## config.mk

```make
export PLATFORM = sky130hd
export DESIGN_NAME = slave_fifo2b_stream_out
export DESIGN_NICKNAME = d
export VERILOG_FILES = /design/src/rtl/slave_fifo2b_pkg.sv /design/src/rtl/slave_fifo2b_stream_out_fifo.sv /design/src/rtl/slave_fifo2b_stream_out.sv
export SDC_FILE = /design/constraint.sdc
export NUM_CORES = 1
export LEC_CHECK = 0
export ABC_CLOCK_PERIOD_IN_PS = 6800
export CORE_MARGIN = 1
export CORE_UTILIZATION = 58
export CTS_BUF_LIST = sky130_fd_sc_hd__clkbuf_16
export DETAILED_ROUTE_END_ITERATION = 6
export GPL_TIMING_DRIVEN = 0
export MAX_ROUTING_LAYER = met4
export PLACE_DENSITY_LB_ADDON = 0.08
export SLEW_MARGIN = 10
export SYNTH_ARGS = -nofsm -noshare
export SYNTH_HDL_FRONTEND = slang
export SYNTH_SLANG_ARGS = --single-unit
```

## constraint.sdc

```tcl
create_clock -name clk_100 -period 6.8 [get_ports clk_100]
set_input_delay 0.68 -clock clk_100 [delete_from_list [all_inputs] [get_ports clk_100]]
set_output_delay 0.68 -clock clk_100 [all_outputs]
set_load 0.05 [all_outputs]
```

## src/rtl/slave_fifo2b_pkg.sv

```systemverilog
// Definitions shared by the FX3 slave-FIFO Stream-IN and Stream-OUT blocks.
package slave_fifo2b_pkg;

    localparam int FX3_RD_LATENCY = 2;
    localparam int FX3_BUS_W      = 32;

    // 3 bits wide so the encodings line up with the Stream-IN writer
    typedef enum logic [2:0] {
        SO_IDLE       = 3'd0,
        SO_WAIT_FLAGD = 3'd1,
        SO_READ       = 3'd2,
        SO_DRAIN      = 3'd3
    } so_state_t;

endpackage

```

## src/rtl/slave_fifo2b_stream_out_fifo.sv

```systemverilog
// First-word-fall-through FIFO buffering words read from the FX3 consumer socket.
module stream_out_fifo #(
    parameter int WIDTH = 32,
    parameter int DEPTH = 8
) (
    input  logic                     clk_100,
    input  logic                     reset_,
    input  logic                     push,
    input  logic [WIDTH-1:0]         push_data,
    input  logic                     pop,
    output logic [WIDTH-1:0]         pop_data,
    output logic [$clog2(DEPTH):0]   count,
    output logic                     full,
    output logic                     empty
);

    localparam int AW = $clog2(DEPTH);

    logic [WIDTH-1:0] mem [DEPTH];
    logic [AW:0]      wr_ptr;
    logic [AW:0]      rd_ptr;
    logic             do_push;
    logic             do_pop;

    // Extra pointer bit distinguishes full from empty; pointers wrap naturally
    assign count    = wr_ptr - rd_ptr;
    assign full     = (count == (AW+1)'(DEPTH));
    assign empty    = (wr_ptr == rd_ptr);
    assign do_pop   = pop && !empty;
    assign do_push  = push && (!full || do_pop);
    assign pop_data = empty ? '0 : mem[rd_ptr[AW-1:0]];

    always_ff @(posedge clk_100 or negedge reset_) begin
        if (!reset_) begin
            wr_ptr <= '0;
            rd_ptr <= '0;
        end else begin
            if (do_push) wr_ptr <= wr_ptr + 1'b1;
            if (do_pop)  rd_ptr <= rd_ptr + 1'b1;
        end
    end

    always_ff @(posedge clk_100) begin
        if (do_push) mem[wr_ptr[AW-1:0]] <= push_data;
    end

endmodule

```

## src/rtl/slave_fifo2b_stream_out.sv

```systemverilog
// FX3 slave-FIFO Stream-OUT reader: issues SLRD#/SLOE#, realigns the read
// latency and hands words to FPGA logic through a valid/ready FIFO.
module slave_fifo2b_stream_out
    import slave_fifo2b_pkg::*;
#(
    parameter int RD_LATENCY = FX3_RD_LATENCY,
    parameter int FIFO_DEPTH = 8
) (
    input  logic                 clk_100,
    input  logic                 reset_,
    input  logic                 stream_out_mode_selected,
    input  logic                 flagc_d,
    input  logic                 flagd_d,
    input  logic [FX3_BUS_W-1:0] data_in,
    output logic                 slrd_streamOUT_,
    output logic                 sloe_streamOUT_,
    output logic [FX3_BUS_W-1:0] data_out,
    output logic                 data_out_valid,
    input  logic                 data_out_ready,
    output logic                 reading,
    output logic                 waiting_enter_reading,
    output logic                 overflow
);

    localparam int AW = $clog2(FIFO_DEPTH);
    localparam int CW = $clog2(FIFO_DEPTH + RD_LATENCY + 2) + 1;
    localparam int DW = $clog2(RD_LATENCY) + 1;

    so_state_t             state;
    so_state_t             next_state;
    logic [RD_LATENCY-1:0] rd_pipe;
    logic [DW-1:0]         drain_cnt;
    logic [AW:0]           fifo_count;
    logic                  fifo_full;
    logic                  fifo_empty;
    logic                  push;
    logic                  pop;
    logic                  credit_ok;
    logic                  slrd_nxt;
    logic                  sloe_nxt;

    function automatic logic [CW-1:0] popcount(input logic [RD_LATENCY-1:0] v);
        popcount = '0;
        for (int i = 0; i < RD_LATENCY; i++) popcount = popcount + CW'(v[i]);
    endfunction

    // The strobe currently on SLRD# is also owed a slot, hence the extra term
    assign credit_ok = (CW'(fifo_count) + popcount(rd_pipe) + CW'(!slrd_streamOUT_))
                       < CW'(FIFO_DEPTH - 1);

    always_ff @(posedge clk_100 or negedge reset_) begin
        if (!reset_) state <= SO_IDLE;
        else         state <= next_state;
    end

    always_comb begin
        next_state = state;
        case (state)
            SO_IDLE:       if (stream_out_mode_selected && flagc_d) next_state = SO_WAIT_FLAGD;
            SO_WAIT_FLAGD: begin
                if (!stream_out_mode_selected) next_state = SO_IDLE;
                else if (flagd_d)              next_state = SO_READ;
            end
            SO_READ:       if (!flagd_d || !stream_out_mode_selected) next_state = SO_DRAIN;
            SO_DRAIN:      if (drain_cnt == DW'(RD_LATENCY - 1)) next_state = SO_IDLE;
            default:       next_state = SO_IDLE;
        endcase
    end

    always_comb begin
        sloe_nxt              = (state == SO_IDLE);
        slrd_nxt              = !((state == SO_READ) && flagd_d &&
                                  stream_out_mode_selected && credit_ok);
        reading               = (state == SO_READ);
        waiting_enter_reading = (state == SO_WAIT_FLAGD);
    end

    // rd_pipe marks which cycles' data_in answers an earlier SLRD# strobe
    always_ff @(posedge clk_100 or negedge reset_) begin
        if (!reset_) begin
            slrd_streamOUT_ <= 1'b1;
            sloe_streamOUT_ <= 1'b1;
            rd_pipe         <= '0;
            drain_cnt       <= '0;
        end else begin
            slrd_streamOUT_ <= slrd_nxt;
            sloe_streamOUT_ <= sloe_nxt;
            rd_pipe         <= (rd_pipe << 1) | RD_LATENCY'(!slrd_streamOUT_);
            drain_cnt       <= (state == SO_DRAIN) ? drain_cnt + DW'(1) : '0;
        end
    end

    assign push           = rd_pipe[RD_LATENCY-1];
    assign data_out_valid = !fifo_empty;
    assign pop            = data_out_valid && data_out_ready;

    always_ff @(posedge clk_100 or negedge reset_) begin
        if (!reset_)                          overflow <= 1'b0;
        else if (push && fifo_full && !pop)   overflow <= 1'b1;
    end

    stream_out_fifo #(
        .WIDTH (FX3_BUS_W),
        .DEPTH (FIFO_DEPTH)
    ) u_fifo (
        .clk_100   (clk_100),
        .reset_    (reset_),
        .push      (push),
        .push_data (data_in),
        .pop       (pop),
        .pop_data  (data_out),
        .count     (fifo_count),
        .full      (fifo_full),
        .empty     (fifo_empty)
    );

endmodule

```

# == After elaboration in Yosys (flattened, before gate mapping) ==
# Memory sizes are Yosys's and may differ from the RTL's.
# Index checks and enable logic that the tools add are counted.
# word_totals
reg_bits,18
ramBits,256
out_inout_bits,38
word_cells,58
mem_count,1
# op_classes
addsub,7
n_lt_le_gt_ge,1
n_eq_ne,10
mux,10
bitwise_logic,1
reduce_logical,20
# memory_table
memory,depth,word_bits,read_ports,rd_clocked_by_memory_dff,write_ports,line_no,text
u_fifo.mem,8,32,1,0,1,slave_fifo2b_stream_out_fifo.sv:19,logic [WIDTH-1:0] mem [DEPTH];
# op_table
cell,count
$mux 32,1
$mux 3,5
$pmux 3 s4,1
$logic_and 1x1->1,9
$add 4x1->4 const B,2
$logic_not 1->1,7
$eq 3x2->1 const B,2
$add 4x2->5,1
$add 5x1->5,1
$lt 5x3->1 const B,1
$eq 4x4->1,1
$eq 4x4->1 const B,1
$ne 2x1->1 const B,2
$reduce_and 4->1,1
$sub 4x4->4,1
$eq 3x1->1 const B,1
$logic_not 3->1,1
$ne 3x3->1 const B,1
$add 1x1->2,1
$add 2x1->2 const B,1
$eq 2x1->1 const B,1
$logic_or 1x1->1,2
$mux 1,2
$mux 2,1
2 further kinds,2

# == Depth between registers and ports, before layout ==
# Gate-level depths: netlist of the first run.
# depth
depth_word,8
mapped_depth,10
ltp_nobuf,10

# == By module ==
# From an unflattened synthesis of the first run, not the netlist that was laid out.
# hier_totals
cells_unflattened,551
hier_area_um2,10722.8
# by_module_without_submodules
module,instances,cells_per_inst,area_per_inst_um2
stream_out_fifo,1,500,10221.1
slave_fifo2b_stream_out,1,51,501.7

# == Worst setup path before layout of the first run ==
# Ideal clock, no wire load.
# synth_path
path_type,register -> register
start,register u_fifo.rd_ptr[1]
end,"memory u_fifo.mem[4][0], enable pin"
setup_ns,0.461
t_arrival_ns,4.286
t_required_ns,6.339
path_slack_ns,2.053
stages_incl_launch_ff,10
n_path_buf,2
path_cell_list,dfrtp_1 -> buf_2 -> buf_1 -> inv_1 -> ha_1 -> nand3b_1 -> a21oi_1 -> o41ai_4 -> or2_1 -> nor3_1
# synth_via
elab_chain_cells,8
elab_cells_between_ends,11
classes_between,add/sub (1); eq/ne (2); mux (2); reduce/logical (6)
# synth_lines
element,line_no,text
start: declaration,slave_fifo2b_stream_out_fifo.sv:21,logic [AW:0] rd_ptr;
start signal: assignment,slave_fifo2b_stream_out_fifo.sv:39,if (do_pop) rd_ptr <= rd_ptr + 1'b1;
"parallel branches: the longest is 4 deep, another holds $sub 4x4->4",-,
$logic_or 1x1->1 (*),slave_fifo2b_stream_out_fifo.sv:30,assign do_push = push && (!full || do_pop);
$logic_and 1x1->1 (*),slave_fifo2b_stream_out_fifo.sv:30,
$mux 1 (*),slave_fifo2b_stream_out_fifo.sv:44,if (do_push) mem[wr_ptr[AW-1:0]] <= push_data;
$mux 1 (implied by the code) (*),slave_fifo2b_stream_out_fifo.sv:44,
end: declaration,slave_fifo2b_stream_out_fifo.sv:19,
# Every way passes the cells marked *.

# == Worst setup path after layout of the first run ==
# layout_path
start,register u_fifo.rd_ptr[1]
end,output port data_out[23]
# layout_via
elab_chain_cells,2
elab_cells_between_ends,3
classes_between,eq/ne (1); mux (1); memory (1)
# layout_lines
element,line_no,text
$mem_v2 8x32 or $eq 4x4->1 (tied branches),-,
$mux 32 (*),slave_fifo2b_stream_out_fifo.sv:31,assign pop_data = empty ? '0 : mem[rd_ptr[AW-1:0]];
end: declaration,slave_fifo2b_stream_out.sv:17,"output logic [FX3_BUS_W-1:0] data_out,"
# Every way passes the cells marked *; elsewhere a longest branch is shown, timed or not.

==> results_dict.tcl, run 1 <==
set metrics [dict create \
    layout_setup_ws_ns 1.604 \
    start_util_pct 59.28 \
    worst_path_largest_cell_delay_ns 0.75 \
    die_x_um 137.7 \
    ir_worst_vdd_mv 0.4652 \
    initialDrtViolationCount 384 \
    outcome "finished clean" \
    max_freq_mhz 192.4 \
    clkSinkCount 273 \
    synth.top_cell.area_share_pct 71.94 \
    synth_top_family_by_area "multiplexers" \
    grt_pass1_vias 5400 \
    drc 0 \
    nets 717 \
    pre_cts_slack_ns 2.194 \
    antenna_found_initial 0 \
    fillerInstances 1112 \
    clockBufferDepth 3 \
    viasPerCell 5.887 \
    sw_frac_of_total_pct 37.63 \
    slew_headroom_pct 43.64 \
    crit_family "buffers and inverters" \
    crit_required_ns 6.12 \
    pwr_density_cell_nw_per_um2 450.2 \
    cpMaxStageDelayCell "clkdlybuf4s50_1" \
    slew_viol_final 0 \
    post-synth-top-count-cell "edfxtp_1" \
    p_clk_share_pct 23.4 \
    hpwl_um 13630 \
    row_count 49 \
    p_leak_uw 0.004278 \
    postCtsHoldBufs 0 \
    cts_resized 0 \
    post_cts_buffers 0 \
    multi_input_area_um2 2446 \
    synth-async-reset-ratio_pct 6.227 \
    p_switching_uw 2172 \
    ys_ff_latch 273 \
    ff2ff_path_depth 12 \
    syn_to_final_growth_pct 20.01 \
    globalRouteOverflowTotal 0 \
    clock_latency_ns 0.54 \
    dr.pass1.iters 5 \
    antenna_cells 0 \
    r2r-end "u_fifo.mem[3][17]" \
    drt_wl_total_um 20830 \
    h-tree-depth 1 \
    numCtsBuffers 26 \
    whs_path_depth 0 \
    tightestPinTransition_ns 0.8391 \
    grt_max_degree 22 \
    synthTopCellsByArea "edfxtp_1 72%, mux4_2 13%, dfrtp_1 3.5%" \
    crit_buf_inv 5 \
    r2r-start "u_fifo.rd_ptr[1]" \
    synth_xor_area_share_pct 0.8080 \
    min_period_over_period_pct 76.42 \
    crit_fanout 10 \
    whs_endpoint "rd_pipe[1]" \
    vias 5387 \
    postSynthAreaPerCell_um2 19.57 \
    yosys_warnings 0 \
    fin_worst_skew_ns 0.02568 \
    boundaryPins 76 \
    crit_path_end_kind "output port" \
    cts_root_buf "clkbuf_16" \
    hold_violations 0 \
    core-area_um2 18020 \
    maxCapViolCount 0 \
    fin_crit_ns 5.196 \
    die_h_um 137.7 \
    dieArea_um2 18970 \
    place.gp.congestion 0.8164 \
    hp-class "flop to flop" \
    synth_edf_count 256 \
    clk_pin_slew_worst_paths_ns 0.06 \
    synth_compound_area_share_pct 2.412 \
    yosys-top-cells-count "256 x edfxtp_1, 71 x nand2_1, 64 x mux4_2, 36 x a21oi_1, 17 x inv_1" \
    yosys.area_share.simple_pct 3.888 \
    grt_pass1_wl_um 30880 \
    grtUsageTotal_pct 23.55 \
    combPwrFrac_pct 42.4 \
    cts_tree "yes" \
    syn-num-nets 595 \
    synth-seq-area-share_pct 75.95 \
    worstPathArrival_ns 4.52 \
    synthAdderAreaFrac_pct 1.499 \
    setup_viol 0 \
    portBuffers 75 \
    crit_chain "buf_2 -> buf_1 -> inv_1 -> ha_1 -> nand3_1 -> nor2_1 -> clkbuf_1 -> a21oi_1 -> clkdlybuf4s50_1" \
    seqPwrFrac_pct 34.2 \
    r2r_setup_slack_ns 2.47 \
    post_route_cells_drive_above_1_share_pct 20.70 \
    synth_mux_area_share_pct 13.78 \
    synth_top_area_cell "edfxtp_1" \
    worstSetupStartpointType "flop" \
    synth_cells 546 \
    whs_ns 0.3844 \
    seqCellArea_um2 8115 \
    path_class "flop to output port" \
    hold_start "rd_pipe[0]" \
    synth.cell_area_um2 10690 \
    synth-main-ff-cell "edfxtp_1" \
    final_antenna_net_count 0 \
    internal_power_uw 3600 \
    utilization_pct 71.14 \
    rsz0062_at_grt "no" \
    wl_per_cell_um 22.76 \
    synth_cell_types 35 \
]
==> logic make-up after synthesis <==
family | Yosys count
xor gates and xnor gates | 9
AOI/OAI and AO/OA | 44
buffers and inverters | 42
muxes | 67
and+or+nand+nor | 100
adders and majority gates | 11
DFF | 273
==> cells in the final DEF (no fill, tap or decap), types with 2 or more instances in the layout <==
cell,instances
buf_12,2
clkinv_2,6
buf_6,7
nor2b_1,2
nand2_1,71
clkdlybuf4s50_1,75
mux4_2,64
nor2_4,4
nand3_1,2
nor2_1,11
buf_1,5
buf_4,11
buf_16,2
clkbuf_16,26
clkinv_1,4
a21oi_1,36
xor2_1,4
buf_2,4
fa_1,3
nor3_2,3
clkbuf_1,12
ha_1,8
dfrtp_1,15
inv_1,22
clkinvlp_4,2
bufinv_16,2
dfstp_2,2
a31oi_1,3
xnor2_1,4
edfxtp_1,256
mux2i_1,2
==> area by class of cell <==
cell class | instances | share of cell area, %
flip-flops and latches | 273 | 63.28
multi-input cells | 231 | 19.08
repair buffers | 94 | 7.737
clock buffers | 26 | 5.074
well taps | 229 | 2.234
clock inverters | 20 | 1.210
plain buffers | 25 | 0.8879
inverters | 17 | 0.4976
==> worst reg2reg max path: stages (launching register included) <==
cell and delay (ns):
dfrtp_1 0.50, buf_2 0.33, buf_1 0.63, inv_1 0.14
ha_1 0.34, nand3b_1 0.10, a21oi_1 0.34, o41ai_4 0.19
nand2b_1 0.33, nor3_2 0.59, buf_6 0.23, buf_4 0.18
buf_6 0.16
==> worst max path at each step <==
stage | slack, ns | cells past startpoint | from | to
finish | 1.60 | 9 | u_fifo.rd_ptr[1] | data_out[23]
global route | 1.47 | 9 | u_fifo.rd_ptr[1] | data_out[15]
CTS | 1.59 | 9 | u_fifo.rd_ptr[1] | data_out[15]
detailed placement | 2.19 | 9 | u_fifo.rd_ptr[1] | data_out[15]
global placement | -0.76 | 9 | u_fifo.rd_ptr[1] | u_fifo.mem[4][17]
floorplan | 2.05 | 9 | u_fifo.rd_ptr[1] | u_fifo.mem[4][0]
==> power by group through the flow <==
stage | clock network (uW) | registers, uW | logic (uW)
3_3_place_gp | 0 | 2010 | 2390
4_1_cts | 1380 | 1980 | 2480
2_1_floorplan | 0 | 2020 | 1710
3_5_place_dp | 0 | 2010 | 2460
6_report | 1350 | 1980 | 2450
5_1_grt | 1440 | 1980 | 2600
==> metrics by stage <==
stage / power, uW / std cells / cell area [um2] / TNS, ns
floorplan: 3727 / 546 / 10690 / 0
global placement: 4396 / 850 / 11720 / -53.64
detailed placement: 4469 / 869 / 12020 / 0
CTS: 5830 / 915 / 12820 / 0
global route: 6026 / 915 / 12820 / 0
finish: 5773 / 915 / 12820 / 0
==> flip-flops by register name, indices dropped and copies added, names as in the netlist <==
signal           flops
sloe_streamOUT_      1
u_fifo.mem         256
overflow             1
u_fifo.rd_ptr        4
u_fifo.wr_ptr        4
rd_pipe              2
slrd_streamOUT_      1
state                2
drain_cnt            2
==> routing by layer <==
layer,wire [um],up-vias,GRT usage (%)
met5,0,-,-
met2,10650,164,37.88
met4,486,0,6.824
met3,1071,38,3.974
li1,-,2403,-
met1,8621,2782,31.35
(Power assumes the default switching activity.)
==> run 2: changes to the inputs <==
--- a/config.mk
+++ b/config.mk
@@ -5,7 +5,7 @@
 export SDC_FILE = /design/constraint.sdc
 export NUM_CORES = 1
 export LEC_CHECK = 0
-export ABC_CLOCK_PERIOD_IN_PS = 6800
+export ABC_CLOCK_PERIOD_IN_PS = 5000
 export CORE_MARGIN = 1
 export CORE_UTILIZATION = 58
 export CTS_BUF_LIST = sky130_fd_sc_hd__clkbuf_16
==> constraint.sdc (replaced) <==
create_clock -name clk_100 -period 5 [get_ports clk_100]
set_input_delay 0.5 -clock clk_100 [delete_from_list [all_inputs] [get_ports clk_100]]
set_output_delay 0.5 -clock clk_100 [all_outputs]
set_load 0.05 [all_outputs]
==> run 2 against run 1 <==
Clock skew down 0.00076 ns. Critical path depth stayed put. Cell count down 0.11%. Total power grew 36%. Setup slack worse by 1.4 ns. Utilization barely moved. Via count is the same. Register-to-register slack lost 1.6 ns. Highest routed layer unchanged.
==> results_dict.tcl, run 2 (synthesis gave the netlist of run 1 again) <==
set metrics [dict create \
    outcome "finished clean" \
    pre_cts_slack_ns 0.5739 \
    wl_per_cell_um 22.78 \
    grt_max_degree 22 \
    h-tree-depth 1 \
    ir_worst_vdd_mv 0.6318 \
    viasPerCell 5.894 \
    dieArea_um2 18970 \
    portBuffers 75 \
    layout_setup_ws_ns 0.2047 \
    dr.pass1.iters 5 \
    pwr_density_cell_nw_per_um2 612.0 \
    cts_tree "yes" \
    clk_pin_slew_worst_paths_ns 0.06 \
    crit_path_end "data_out[23]" \
    worstSetupStartpointType "flop" \
    clockBufferDepth 3 \
    nets 716 \
    worst_path_largest_cell_delay_ns 0.75 \
    wl_met2_um 10650 \
    start_util_pct 59.28 \
    seqCellArea_um2 8115 \
    boundaryPins 76 \
    hold_start "rd_pipe[0]" \
    crit_path_start "u_fifo.rd_ptr[2]" \
    antenna_found_initial 0 \
    dr_wl_met3_um 998 \
    dp.cells 869 \
    cpMostUsedCell "clkbuf_1" \
    row_count 49 \
    fin_worst_skew_ns 0.02493 \
    grt_pass1_wl_um 30840 \
    globalRouteOverflowTotal 0 \
    utilization_pct 71.13 \
    final_cells 914 \
    cpMaxStageDelayCell "clkdlybuf4s50_1" \
    post_cts_buffers 0 \
    die_h_um 137.7 \
    cts_root_buf "clkbuf_16" \
    hp-class "flop to flop" \
    cts_resized 0 \
    initialDrtViolationCount 391 \
    tightestPinTransition_ns 0.8233 \
    die_x_um 137.7 \
    post_route_cells_drive_above_1_share_pct 20.88 \
    fin_crit_ns 4.795 \
    antenna_cells 0 \
    min_period_over_period_pct 95.91 \
    r2r-end "u_fifo.mem[3][17]" \
    hold_violations 0 \
    max_freq_mhz 208.5 \
    grt_pass1_vias 5402 \
    slew_headroom_pct 44.70 \
    r2r_setup_slack_ns 0.84 \
    dpl_cell_area_um2 12020 \
    hpwl_um 13630 \
    finalInstanceArea_um2 12820 \
    top_layer_used "met4" \
    maxCapViolCount 0 \
    final_antenna_net_count 0 \
    layout_commonest_cell "edfxtp_1" \
    fillerInstances 1113 \
    drt-met1-wl_um 8670 \
    place.gp.congestion 0.8164 \
    vias 5387 \
    drc 0 \
    crit_chain "clkbuf_1 -> inv_1 -> buf_1 -> ha_1 -> nand3_1 -> nor2_1 -> clkbuf_1 -> a21oi_1 -> clkdlybuf4s50_1" \
    rsz0062_at_grt "no" \
    crit_path_end_kind "output port" \
    crit_fanout 10 \
    clkSinkCount 273 \
    grtUsageTotal_pct 23.52 \
    r2r-start "u_fifo.rd_ptr[2]" \
    worstPathArrival_ns 4.30 \
    path_class "flop to output port" \
    drt_wl_total_um 20820 \
    postCtsHoldBufs 0 \
    slew_viol_final 0 \
    crit_required_ns 4.50 \
    multi_input_area_um2 2446 \
    syn_to_final_growth_pct 19.99 \
    mostFrequentLayoutCells "256 x edfxtp_1, 75 x clkdlybuf4s50_1, 71 x nand2_1" \
    numCtsBuffers 26 \
    setup_viol 0 \
    p_leak_uw 0.004280 \
    largest_register_ff_count 256 \
    core-area_um2 18020 \
    ff2ff_path_depth 12 \
    clock_latency_ns 0.54 \
]
-- run 2: cell count changes in the layout (fill, tap and decap cells not counted) --
cell,previous run,this run
buf_1,5,4
clkbuf_1,12,11
clkbuf_2,0,1
-- run 2: layout make-up --
type                            count  area share, %
Buffer                             24         0.8686
Sequential cell                   273          63.30
Timing Repair Buffer               94          7.739
Tap cell                          229          2.235
Clock inverter                     20          1.210
Multi-Input combinational cell    231          19.08
Clock buffer                       26          5.075
Inverter                           17         0.4977
-- run 2: critical path, delay by kind of cell, from the launching register on --
| family | cells | cell delay [ns] |
|---|---|---|
| compound gates | 1 | 0.18 |
| fa+ha+maj | 1 | 0.50 |
| flops | 1 | 0.32 |
| buf+inv | 5 | 2.18 |
| simple gates | 2 | 0.58 |
-- run 2: report_power, final --
part | internal (uW) | switching [uW] | total (uW)
combinational | 1230 | 2090 | 3320
sequential | 2610 | 71.9 | 2690
clock | 1050 | 789 | 1840
total | 4900 | 2950 | 7850
-- run 2: stage by stage --
step | hold WS, ns | TNS, ns | total power, uW
6_report | 0.3844 | 0 | 7847
5_1_grt | 0.3942 | 0 | 8193
4_1_cts | 0.3900 | 0 | 7926
3_5_place_dp | 0.3734 | 0 | 6078
3_3_place_gp | 0.3649 | -367.28 | 5978
2_1_floorplan | 0.2044 | 0 | 5068
-- run 2: layer usage --
| layer | vias up | GRT usage [%] |
|---|---|---|
| met4 | 0 | 6.824 |
| met5 | - | - |
| met2 | 150 | 37.94 |
| met1 | 2799 | 31.22 |
| met3 | 40 | 3.974 |
| li1 | 2398 | - |
-- run 2: how the worst min path moves through the flow --
stage               cells past startpoint      endpoint  slack (ns)
finish                                  0    rd_pipe[1]        0.38
global placement                        0    rd_pipe[1]        0.36
global route                            0    rd_pipe[1]        0.39
CTS                                     0    rd_pipe[1]        0.39
detailed placement                      0    rd_pipe[1]        0.37
floorplan                               0  drain_cnt[0]        0.20
==> run 3: changes to the inputs <==
--- a/config.mk
+++ b/config.mk
@@ -9,6 +9,7 @@
 export CORE_MARGIN = 1
 export CORE_UTILIZATION = 58
 export CTS_BUF_LIST = sky130_fd_sc_hd__clkbuf_16
+export CTS_CLUSTER_SIZE = 28
 export DETAILED_ROUTE_END_ITERATION = 6
 export GPL_TIMING_DRIVEN = 0
 export MAX_ROUTING_LAYER = met4
==> results of run 3 <==
The final DEF is identical to that of run 2; final timing and power are the same.
